--- src/rtl/rec_pkg.sv ---
// Shared record layout, depth limit and parity helper for the rec_delay_pipe slice.
// The record is packed {x, y, z, w} with x in the MSB.
package rec_pkg;
  localparam int Y_W       = 4;
  localparam int W_W       = 2;
  localparam int REC_W     = 2 + Y_W + W_W;
  localparam int MAX_DEPTH = 16;

  typedef struct packed {
    logic           x;
    logic [Y_W-1:0] y;
    logic           z;
    logic [W_W-1:0] w;
  } rec_t;

  // Even parity: the bit that makes the total count of ones even.
  // Zero-extension of the argument does not change the result.
  function automatic logic rec_parity(input logic [63:0] v);
    return ^v;
  endfunction
endpackage

--- src/rtl/rec_stage.sv ---
// One elastic pipeline slot: a valid bit plus an unreset data register.
// A slot loads from its predecessor when it is empty or when its successor takes its content.
module rec_stage #(
  parameter int DW = 8
) (
  input  logic          clk,
  input  logic          rst,
  input  logic          flush_i,
  input  logic          prev_vld_i,
  input  logic [DW-1:0] prev_data_i,
  input  logic          nxt_adv_i,
  output logic          vld_o,
  output logic [DW-1:0] data_o,
  output logic          adv_o
);
  logic          vld_q, vld_d;
  logic [DW-1:0] data_q;

  assign adv_o  = !vld_q || nxt_adv_i;
  assign vld_o  = vld_q;
  assign data_o = data_q;

  always_comb begin
    vld_d = vld_q;
    if (flush_i)    vld_d = 1'b0;
    else if (adv_o) vld_d = prev_vld_i;
  end

  always_ff @(posedge clk or posedge rst) begin
    if (rst) vld_q <= 1'b0;
    else     vld_q <= vld_d;
  end

  // Contents are irrelevant while the slot is invalid, so no reset here.
  always_ff @(posedge clk) begin
    if (adv_o && prev_vld_i) data_q <= prev_data_i;
  end
endmodule

--- src/rtl/rec_delay_pipe.sv ---
// Elastic DEPTH-stage record delay line with flush, occupancy count and optional parity.
// Define REC_DELAY_PARITY_EN to carry an even-parity bit with each record; in_rec/out_rec use the rec_pkg::rec_t layout.
module rec_delay_pipe
  import rec_pkg::*;
#(
  parameter int DEPTH = 4,
  parameter int Y_W   = rec_pkg::Y_W,
  parameter int W_W   = rec_pkg::W_W
) (
  input  logic                       clk,
  input  logic                       rst,
  input  logic                       in_valid,
  output logic                       in_ready,
  input  logic [2+Y_W+W_W-1:0]       in_rec,
  input  logic                       flush,
  output logic                       out_valid,
  input  logic                       out_ready,
  output logic [2+Y_W+W_W-1:0]       out_rec,
  output logic [$clog2(DEPTH+1)-1:0] occupancy,
  output logic                       out_perr
);
  localparam int RW    = 2 + Y_W + W_W;
  localparam int OCC_W = $clog2(DEPTH+1);
`ifdef REC_DELAY_PARITY_EN
  localparam int DW = RW + 1;
`else
  localparam int DW = RW;
`endif

  logic [DEPTH-1:0]         vld, adv, nxt_adv, prev_vld;
  logic [DEPTH-1:0][DW-1:0] data, prev_data;
  logic [DW-1:0]            stg_in;
  logic                     accept, emit;
  logic [OCC_W-1:0]         occ_q, occ_d;

`ifdef REC_DELAY_PARITY_EN
  assign stg_in   = {rec_parity(64'(in_rec)), in_rec};
  assign out_perr = out_valid && (rec_parity(64'(out_rec)) != data[DEPTH-1][RW]);
`else
  assign stg_in   = in_rec;
  assign out_perr = 1'b0;
`endif

  for (genvar i = 0; i < DEPTH; i++) begin : g_stg
    if (i == 0) begin : g_head
      assign prev_vld[i]  = in_valid && !flush;
      assign prev_data[i] = stg_in;
    end else begin : g_body
      assign prev_vld[i]  = vld[i-1];
      assign prev_data[i] = data[i-1];
    end
    if (i == DEPTH-1) begin : g_tail
      assign nxt_adv[i] = out_ready;
    end else begin : g_mid
      assign nxt_adv[i] = adv[i+1];
    end

    rec_stage #(.DW(DW)) u_stg (
      .clk        (clk),
      .rst        (rst),
      .flush_i    (flush),
      .prev_vld_i (prev_vld[i]),
      .prev_data_i(prev_data[i]),
      .nxt_adv_i  (nxt_adv[i]),
      .vld_o      (vld[i]),
      .data_o     (data[i]),
      .adv_o      (adv[i])
    );
  end

  assign in_ready  = adv[0] && !flush;
  assign out_valid = vld[DEPTH-1] && !flush;
  assign out_rec   = data[DEPTH-1][RW-1:0];
  assign accept    = in_valid && in_ready;
  assign emit      = out_valid && out_ready;
  assign occupancy = occ_q;

  always_comb begin
    occ_d = occ_q + OCC_W'(accept) - OCC_W'(emit);
    if (flush) occ_d = '0;
  end

  always_ff @(posedge clk or posedge rst) begin
    if (rst) occ_q <= '0;
    else     occ_q <= occ_d;
  end
endmodule
--- config.mk ---
export PLATFORM = sky130hd
export DESIGN_NAME = rec_delay_pipe
export DESIGN_NICKNAME = d
export VERILOG_FILES = /design/src/rtl/rec_pkg.sv /design/src/rtl/rec_stage.sv /design/src/rtl/rec_delay_pipe.sv
export SDC_FILE = /design/constraint.sdc
export NUM_CORES = 1
export LEC_CHECK = 0
export ABC_AREA = 1
export BUFFER_PORTS_ARGS = -buffer_cell sky130_fd_sc_hd__buf_4
export CAP_MARGIN = 10
export CORE_ASPECT_RATIO = 1.1
export CORE_UTILIZATION = 42
export DETAILED_ROUTE_END_ITERATION = 8
export HOLD_SLACK_MARGIN = 0.05
export MAX_ROUTING_LAYER = met4
export SLEW_MARGIN = 15
export SYNTH_ARGS = -nofsm -noshare
export SYNTH_HDL_FRONTEND = slang
export SYNTH_SLANG_ARGS = --single-unit
--- constraint.sdc ---
create_clock -name clk -period 2.1 [get_ports clk]
set_input_delay 0.525 -clock clk [delete_from_list [all_inputs] [get_ports clk]]
set_output_delay 0.525 -clock clk [all_outputs]
set_load 0.02 [all_outputs]
==> results of run 1 <==
-- registers in the layout, indices dropped and copies added (netlist names) --
name,flops
g_stg.u_stg.data_o,32
g_stg.u_stg.vld_o,4
occupancy,3
-- layer usage --
layer | vias to the layer above | part of all wire, % | GRT usage (%) | routed length [µm]
met2 | 23 | 49 | 16.1 | 765
li1 | 362 | - | - | -
met3 | 2 | 6.6 | 5.34 | 103
met1 | 303 | 43 | 11.5 | 675
met4 | 0 | 0.71 | 4.76 | 11
met5 | - | 0 | - | 0
-- through the flow --
stage	cell area, µm²	utilization, %	setup TNS (ns)	cells	worst slack, ns
6_report	1710	54.1	0	158	0.169
5_1_grt	1710	54.1	0	158	0.0354
4_1_cts	1700	54.0	0	158	0.156
3_5_place_dp	1650	52.2	-0.0735	150	-0.0603
3_3_place_gp	1650	52.2	0	150	0.00913
2_1_floorplan	1440	-	0	95	0.0332
-- what timing repair did --
action | CTS | global route
gates resized for setup | 0 | 1
setup endpoints to repair | 0 | 1
hold endpoints to repair | 0 | 0
-- final cells by class --
type | count | area [µm²]
clock inverters | 3 | 20.0
well taps | 34 | 42.5
fillers | 268 | 1450
repair buffers | 31 | 233
inverters | 14 | 52.6
clock buffers | 5 | 37.5
flip-flops and latches | 39 | 1140
multi-input cells | 32 | 185
-- worst min-delay path by stage --
stage                               endpoint  slack, ns                      from  cells past startpoint
finish                  g_stg[0].u_stg.vld_o       0.12                       rst                      2
global route                    occupancy[0]       0.11                       rst                      2
CTS                             occupancy[0]       0.11                       rst                      2
detailed placement  g_stg[1].u_stg.data_o[7]       0.40  g_stg[0].u_stg.data_o[7]                      0
global placement    g_stg[1].u_stg.data_o[2]       0.41  g_stg[0].u_stg.data_o[2]                      0
floorplan               g_stg[0].u_stg.vld_o       0.33                       rst                      1
-- cells in the final DEF, fill, tap and decap left out, drive strengths merged --
master,n
edfxtp,32
buf,31
inv,14
nor2,12
nand2,7
dfrtp,7
clkbuf,5
nand3,4
a21oi,3
ha,2
clkinvlp,2
o21bai,1
nor3,1
fa,1
conb,1
clkinv,1
-- power breakdown --
| group | leakage, nW | total (mW) | internal [mW] | switching [mW] |
|---|---|---|---|---|
| sequential | 0.391 | 0.876 | 0.865 | 0.0106 |
| combinational | 0.281 | 0.0878 | 0.0398 | 0.0480 |
| clock | 0.0272 | 0.359 | 0.128 | 0.231 |
-- cells by family (layout without fill, tap and decap cells) --
| family | count (synthesis) | after routing | synth area share [%] |
|---|---|---|---|
| compound gates | 4 | 4 | 1.56 |
| fa+ha+maj | 3 | 3 | 3.12 |
| simple gates | 24 | 24 | 7.71 |
| other cells | 1 | 1 | 0.260 |
| buf+inv | 24 | 53 | 8.66 |
| flops | 39 | 39 | 78.7 |
==> results.md, run 1 <==
- HPWL Detailed: between 1000 and 1500 µm
- CTS max path bufs: 2
- Area leader, netlist: edfxtp_1
- Pwr per Cell Area: 775 nW/µm²
- Total Wirelength: 1560 µm
- Final global-route overflow total: 0
- Skew-Pair Late Insertion Delay: 0.33 ns
- Starting Density: 45.8%
- Count leader, synth: edfxtp_1
- Most frequent cells after synthesis: edfxtp_1 (32), inv_1 (12), nor2_1 (10), buf_4 (9)
- #FFs+latches synth: 39
- Worst rel slew slack: 61.4%
- Async SR Flop Fraction: 17.9%
- Layout cell share with drive strength beyond 1: 36.3%
- Total CTS buffers: 5
- Leakage: roughly 0.70 nW
- VDD IR max: 0.491 mV
- CP dominant cell by count: buf_4
- Max Freq: between 500 and 600 MHz
- Post-CTS Setup Bufs: 0
- Clock skew: 0.00761 ns
- Initial antenna violation count: 0
- Crit path to: in_ready
- Hold WS: 0.120 ns
- Die Y: between 60 and 70 µm
- CTS tree: done
- Post-Syn Nets: 111
- Slowest cell on crit path: dfrtp_1
- Num ports: 27
- CP startpoint: g_stg[3].u_stg.vld_o
- Reg2reg setup slack: 0.19 ns
- Cells on worst reg2reg path: 10
- First-pass GRT wire length: 2710 µm
- Critical-path maximum fanout: 3
- Starting DRT DRC Count: 8
- Critical path depth: 7
- FP Rows: 21
- DRT Pass-1 Iters: 6
- Failing checks: DRC
- DR vias: approximately 700
- Synth unique cells: 18
- WP data arrival: 1.41 ns
- Unrepaired setup endpoints after global routing: false
- Htree depth: 2
- Drt wl/cell: 9.85 µm
- Sequential-to-total area share from yosys stat: 78.7%
- CP delay by family, top: flip-flops
- Area Overhead vs Synth: 18.2%
- Hold Path Class: in2async
- RR Startpoint: g_stg[3].u_stg.vld_o
- Largest net degree at the start of global routing: 14
- Slew Limit Fails: 0
- ANT cells: 0
- Post-cts hold buffer count: 0
- DRC Markers: 3
- Syn_area_per_cell: 15.2 µm²
- Max Cap Viol: 0
- Vias in the first global route: 651
- Worst path bufs/invs: 3
- Final period util: 92.0%
- Crit path cell chain: inv_2 -> nor2_4 -> nand3_2 -> buf_4 -> nor2_2 -> nor2_1 -> buf_4
- Yosys top cell area share: 66.6%
- DR vias/cell: between 4 and 5
- Tot Pwr: between 1 and 1.5 mW
- GRT Util Overall: 10.6%
- Routability cong.: 0.838
- Register clock-pin slew on the reported worst setup and hold paths: 0.12 ns
- Die X: 57.9 µm
- Setup CP Type: reg2out
- Core area: 3150 µm²
- Post-synth EDFFs: 32
- Post-synthesis cell count: between 90 and 100
- Worst Setup End Kind: primary output
- Die area: around 3700 µm²
- Clk sinks: 39
- Outcome: complete, but fails checks
- Fin. Hold Viols: 0
- Period minus WS final: 1.93 ns
- Setup crit start kind: register
- Synth warn: 0
- Clk Tree Root Cell: clkbuf_4
- Nets: about 140
- CP max stage delay: 0.39 ns
- Req. time, crit path: around 1.6 ns
- I/O Buffers: 25
- Synthesized cell area: 1440 µm²
- Final setup viols: 0
- R2R Path End: occupancy[1]
- Dominant cells by area after synthesis: edfxtp_1 (67%), dfrtp_1 (12%), buf_4 (4.7%)
- Least-Margin Pin Slew: 0.576 ns
- Antenna Violating Nets Remaining: 0
- Ys flop type: edfxtp_1
Note: power is estimated with default switching activity, not from simulation.
==> run 2, diff against run 1 <==
--- a/config.mk
+++ b/config.mk
@@ -5,7 +5,7 @@
 export SDC_FILE = /design/constraint.sdc
 export NUM_CORES = 1
 export LEC_CHECK = 0
-export ABC_AREA = 1
+export ABC_AREA = 0
 export BUFFER_PORTS_ARGS = -buffer_cell sky130_fd_sc_hd__buf_4
 export CAP_MARGIN = 10
 export CORE_ASPECT_RATIO = 1.1
==> run 2 against run 1 <==
  * Clock skew decreased by 0.0012 ns
  * Maximum frequency shrank 3.1%
  * Highest routed layer unchanged
  * Synthesized area down 0.69%
  * Global-route usage grew 0.60 points
  * Largest power group unchanged
  * Register-to-register slack worse by 0.08 ns
  * The flow still finishes with violations (DRC)
==> results.md, run 2 <==
- Final period util: 94.9%
- Initial antenna violation count: 0
- CTS tree: done
- Post-Syn Nets: 96
- Commonest non-fill, non-tap cell in the layout: edfxtp_1
- Int Power: around 1.0 mW
- CP startpoint: g_stg[3].u_stg.vld_o
- Leakage: just under 0.7 nW
- Syn_area_per_cell: 17.9 µm²
- Die area: 3650 µm²
- Skew-Pair Late Insertion Delay: 0.32 ns
- #FFs+latches synth: 39
- Final WS setup: 0.106 ns
- Unrepaired setup endpoints after global routing: true
- Async SR Flop Fraction: 17.9%
- Die Y: 63.3 µm
- Total CTS buffers: 5
- Die X: 57.7 µm
- Slew Limit Fails: 0
- Nets: 124
- Switching Share: between 20% and 30%
- Routability cong.: 0.701
- Setup CP Type: reg2reg
- Worst Setup End Kind: register
- Sequential-to-total area share from yosys stat: slightly below 80%
- Setup_tns: 0 ns
- Most frequent cells after synthesis: edfxtp_1 (32), buf_4 (9), dfrtp_1 (7), inv_1 (6), a21oi_1 (5)
- Count leader, synth: edfxtp_1
- Total Wirelength: ~1600 µm
- Synthesized cell area: roughly 1400 µm²
- I/O Buffers: 25
- Clock skew: 0.00644 ns
- First-pass GRT wire length: 2760 µm
- Failing checks: DRC
- Hold Path Class: in2async
- Period minus WS final: about 2.0 ns
- Max FFs per register: 32
- Cells on worst reg2reg path: 9
- Post-synth EDFFs: 32
- Register clock-pin slew on the reported worst setup and hold paths: 0.10 ns
- DR vias/cell: 4.60
- Fin. Hold Viols: 0
- Pwr per Cell Area: a little under 800 nW/µm²
- Least-Margin Pin Slew: 0.593 ns
- Max Cap Viol: 0
- Clk sinks: 39
- ANT cells: 0
- Final setup viols: 0
- Yosys top cell area share: 67.0%
- Switching power total: 266 µW
- Most frequent cells in the layout: edfxtp_1 (32), buf_4 (31), dfrtp_1 (7), inv_1 (6)
- Num ports: 27
- Ys flop type: edfxtp_1
- Share of total power in combinational logic: 7.1%
- Critical-path maximum fanout: 5
- Htree depth: 2
- FP Rows: 21
- Post-synthesis cell count: 80
- WP data arrival: 2.21 ns
- Starting Density: 45.5%
- Reg area: 1140 µm²
- Req. time, crit path: 2.32 ns
- Reg2reg setup slack: 0.11 ns
- R2R Path End: occupancy[2]
- Starting DRT DRC Count: 11
- Dominant cells by area after synthesis: edfxtp_1 (67%), dfrtp_1 (12%), buf_4 (4.7%)
- Post-cts hold buffer count: 0
- Clock share of power: 26.0%
- Area leader, netlist: edfxtp_1
- HPWL Detailed: 1190 µm
- CTS max path bufs: 2
- Sequential power share: approximately two thirds
- Drt wl/cell: 11.2 µm
- Antenna Violating Nets Remaining: 0
- Layout cell share with drive strength beyond 1: 38.5%
- Placement Setup Slack: -0.168 ns
- VDD IR max: 0.419 mV
- Largest net degree at the start of global routing: 13
- RR Startpoint: g_stg[3].u_stg.vld_o
- Max Freq: ~500 MHz
- DRT Pass-1 Iters: 5
- Layout fillers: between 200 and 300
- Synth warn: 0
- Outcome: complete, but fails checks
- GRT Util Overall: between 10% and 20%
- Multi-input gate area: around 210 µm²
- Worst rel slew slack: 60.3%
- Clk Tree Root Cell: clkbuf_4
- Area Overhead vs Synth: 18.7%
- Final global-route overflow total: 0
- Core area: between 3000 and 4000 µm²
- DR vias: 658
- Vias in the first global route: 654
- Setup crit start kind: register
- DRC Markers: 1
- Synth unique cells: 19
-- run 2: cell count changes in the layout (fill, tap and decap cells not counted), sizes merged, moves of 2 or more --
cell and change:
nand3 -4, and2 +3, nor2b +2, inv -8
nand2b +2, a21oi +2, nor2 -9, nand2 -7
-- run 2: cells by family (layout without fill, tap and decap cells) --
group,count (synthesis),in the layout,synth area share (%)
flops,39,39,79.2
compound gates,7,7,2.79
fa+ha+maj,3,3,3.14
xor+xnor,1,1,1.57
simple gates,13,13,5.93
other cells,1,1,0.262
buf+inv,16,45,7.07
-- run 2: how the worst max path moves through the flow --
stage / to / slack (ns) / cells past startpoint
2_1_floorplan: occupancy[2] / 0.005 / 10
3_3_place_gp: occupancy[2] / -0.10 / 10
3_5_place_dp: occupancy[2] / -0.17 / 10
4_1_cts: occupancy[2] / 0.06 / 9
5_1_grt: occupancy[2] / -0.02 / 9
6_report: occupancy[2] / 0.11 / 9
-- run 2: cell type report --
class	instances	area share (%)
flip-flops and latches	39	66.8
repair buffers	31	13.7
multi-input cells	25	12.6
well taps	34	2.50
clock buffers	6	2.43
inverters	6	1.32
clock inverters	2	0.735
-- run 2: critical path, stage by stage (launching register included) --
cell     delay (ns)
dfrtp_1        0.44
and4b_4        0.23
a21o_1         0.17
ha_1           0.26
inv_1          0.06
ha_1           0.13
inv_1          0.05
fa_2           0.33
xnor3_1        0.20
nor2_1         0.04
-- run 2: per-layer routing --
layer  GRT usage [%]  vias up  share of wire, %
li1                -      328                 -
met4            5.36        0               1.9
met1            12.0      302                38
met5               -        -                 0
met2            16.7       23                54
met3            6.16        5               5.5
-- run 2: power by group through the flow --
stage	registers (mW)	logic, mW	clock network [mW]
6_report	0.877	0.0926	0.341
5_1_grt	0.880	0.102	0.401
4_1_cts	0.877	0.0934	0.362
3_5_place_dp	0.894	0.0929	0
3_3_place_gp	0.892	0.0902	0
2_1_floorplan	0.898	0.0482	0
-- run 2: through the flow --
stage	std cells	util (%)	total power, mW	area (µm²)	hold WS, ns
after floorplan	80	-	0.946	1450	0.328
after global placement	134	51.9	0.982	1640	0.403
after detailed placement	134	51.9	0.987	1640	0.405
after CTS	142	53.7	1.33	1690	0.128
after global routing	143	54.0	1.38	1700	0.104
final	143	54.0	1.31	1700	0.122
-- run 2: repair_timing --
action	in CTS	in global routing
setup endpoints to repair	0	1
gates resized for setup	0	1
buffers inserted	0	1
==> run 3, diff against run 2 <==
==> constraint.sdc (replaced) <==
create_clock -name clk -period 2.1 [get_ports clk]
set_input_delay 0.315 -clock clk [delete_from_list [all_inputs] [get_ports clk]]
set_output_delay 0.315 -clock clk [all_outputs]
set_load 0.02 [all_outputs]
==> run 3 against run 2 <==
  * The run now ends clean
  * Hold slack improved by 0.022 ns
  * Design area rose by 1.0%
  * Cell count grew 0.70%
  * Clock skew about the same
  * Global-route usage decreased by 1.7 points
  * Highest routed layer unchanged
==> results.md, run 3 (synthesis results as in run 2) <==
- Outcome: completed
- Fin. Hold Viols: 0
- Largest net degree at the start of global routing: 15
- CTS tree: done
- Starting Density: 45.5%
- Skew-Pair Late Insertion Delay: 0.34 ns
- Critical-path maximum fanout: 4
- Antenna Violating Nets Remaining: 0
- Hold Path Class: in2reg
- Max Freq: 505 MHz
- Clock share of power: 28.2%
- Clk Tree Root Cell: clkbuf_4
- Pwr per Cell Area: 784 nW/µm²
- Initial antenna violation count: 0
- GRT Util Overall: 9.51%
- Worst rel slew slack: a little over three fifths
- DR vias/cell: 4.48
- Slew Limit Fails: 0
- Final global-route overflow total: 0
- Commonest non-fill, non-tap cell in the layout: edfxtp_1
- HPWL Detailed: 1120 µm
- Routability cong.: 0.798
- Die Y: roughly 63 µm
- Period minus WS final: 1.98 ns
- Htree depth: 2
- Layout cell share with drive strength beyond 1: 40.0%
- Die area: 3650 µm²
- DR vias: 645
- Int Power: 1.05 mW
- Least-Margin Pin Slew: 0.559 ns
- Num ports: 27
- Core area: roughly 3200 µm²
- Clk sinks: 39
- Switching Share: 22.3%
- Setup crit start kind: register
- Switching power total: approximately 300 µW
- WP data arrival: 2.25 ns
- Setup CP Type: reg2reg
- Share of total power in combinational logic: 6.9%
- FP Rows: 21
- Total Wirelength: 1590 µm
- Unrepaired setup endpoints after global routing: false
- Total CTS buffers: 5
- Most frequent cells in the layout: edfxtp_1 (32), buf_4 (31), dfrtp_1 (7)
- DRC Markers: 0
- Final period util: 94.2%
- Max FFs per register: 32
- CTS max path bufs: 2
- Die X: 57.7 µm
- Clock skew: 0.00668 ns
- Area Overhead vs Synth: 19.9%
- Layout fillers: 261
- Nets: roughly 130
- Placed Area: 1600 µm²
- Starting DRT DRC Count: 6
- Register clock-pin slew on the reported worst setup and hold paths: about 0.12 ns
- Leakage: between 0.6 and 0.7 nW
- First-pass GRT wire length: 2350 µm
- Max Cap Viol: 0
- Post-route cell area: 1720 µm²
- Worst Setup End Kind: register
- Drt wl/cell: 11.1 µm
- Req. time, crit path: 2.37 ns
- ANT cells: 0
- VDD IR max: 0.491 mV
- I/O Buffers: 25
- Vias in the first global route: 555
- DRT Pass-1 Iters: 4
- Tot Pwr: 1.35 mW
- Final setup viols: 0
- Sequential power share: 65.0%
==> run 3: layer usage <==
| metal | track usage (%) | routed length, µm |
|---|---|---|
| met4 | 4.46 | 25 |
| met2 | 14.1 | 783 |
| met3 | 5.54 | 130 |
| met5 | - | 0 |
| met1 | 10.2 | 655 |
==> run 3: area by class of cell <==
type	instances	area (µm²)	share of cell area (%)
sequential	39	1140	66.1
timing repair buffer	32	243	14.1
multi-input combinational	25	214	12.4
tap	34	42.5	2.47
clock buffer	5	37.5	2.18
clock inverter	3	23.8	1.38
inverter	6	22.5	1.31
==> run 3: timing repair <==
action	in CTS	in global routing
endpoints found under the setup margin	0	1
hold buffers	1	0
setup buffers	0	4
resized for setup	0	4
endpoints found under the hold margin	7	0
==> run 3: path summary, 6_finish.rpt <==
| path | from | endpoint | slack [ns] | cells past startpoint |
|---|---|---|---|---|
| min in group asynchronous | rst | g_stg[0].u_stg.vld_o | 0.46 | 3 |
| hold / removal | in_rec[6] | g_stg[0].u_stg.data_o[6] | 0.14 | 1 |
| setup reg to reg | g_stg[3].u_stg.vld_o | occupancy[2] | 0.12 | 9 |
| max in group asynchronous | rst | g_stg[2].u_stg.vld_o | 1.42 | 3 |
| hold reg to reg | g_stg[1].u_stg.data_o[4] | g_stg[2].u_stg.data_o[4] | 0.43 | 0 |
| setup / recovery | g_stg[3].u_stg.vld_o | occupancy[2] | 0.12 | 9 |
==> run 3: critical path: stages, from the launching register on <==
cell	delay [ns]
dfrtp_1	0.43
and4b_4	0.22
a21o_1	0.20
ha_4	0.22
inv_2	0.04
ha_2	0.15
inv_1	0.05
fa_2	0.33
xnor3_1	0.17
nor2_1	0.10
==> run 3: per-stage QoR <==
step	setup TNS, ns	hold slack [ns]	std cells	setup WS (ns)	util, %
2_1_floorplan	0	0.118	80	0.0117	-
3_3_place_gp	0	0.269	131	0.0715	50.8
3_5_place_dp	-0.000778	0.271	131	-0.000778	50.8
4_1_cts	0	0.128	140	0.0192	53.0
5_1_grt	0	0.113	144	0.0361	54.5
6_report	0	0.144	144	0.121	54.5
==> run 3: power by group through the flow <==
stage / Combinational (mW) / Sequential, mW / Clock [mW]
6_report: 0.0929 / 0.876 / 0.380
5_1_grt: 0.102 / 0.878 / 0.425
4_1_cts: 0.0888 / 0.876 / 0.394
3_5_place_dp: 0.0867 / 0.894 / 0
3_3_place_gp: 0.0851 / 0.892 / 0
2_1_floorplan: 0.0461 / 0.898 / 0
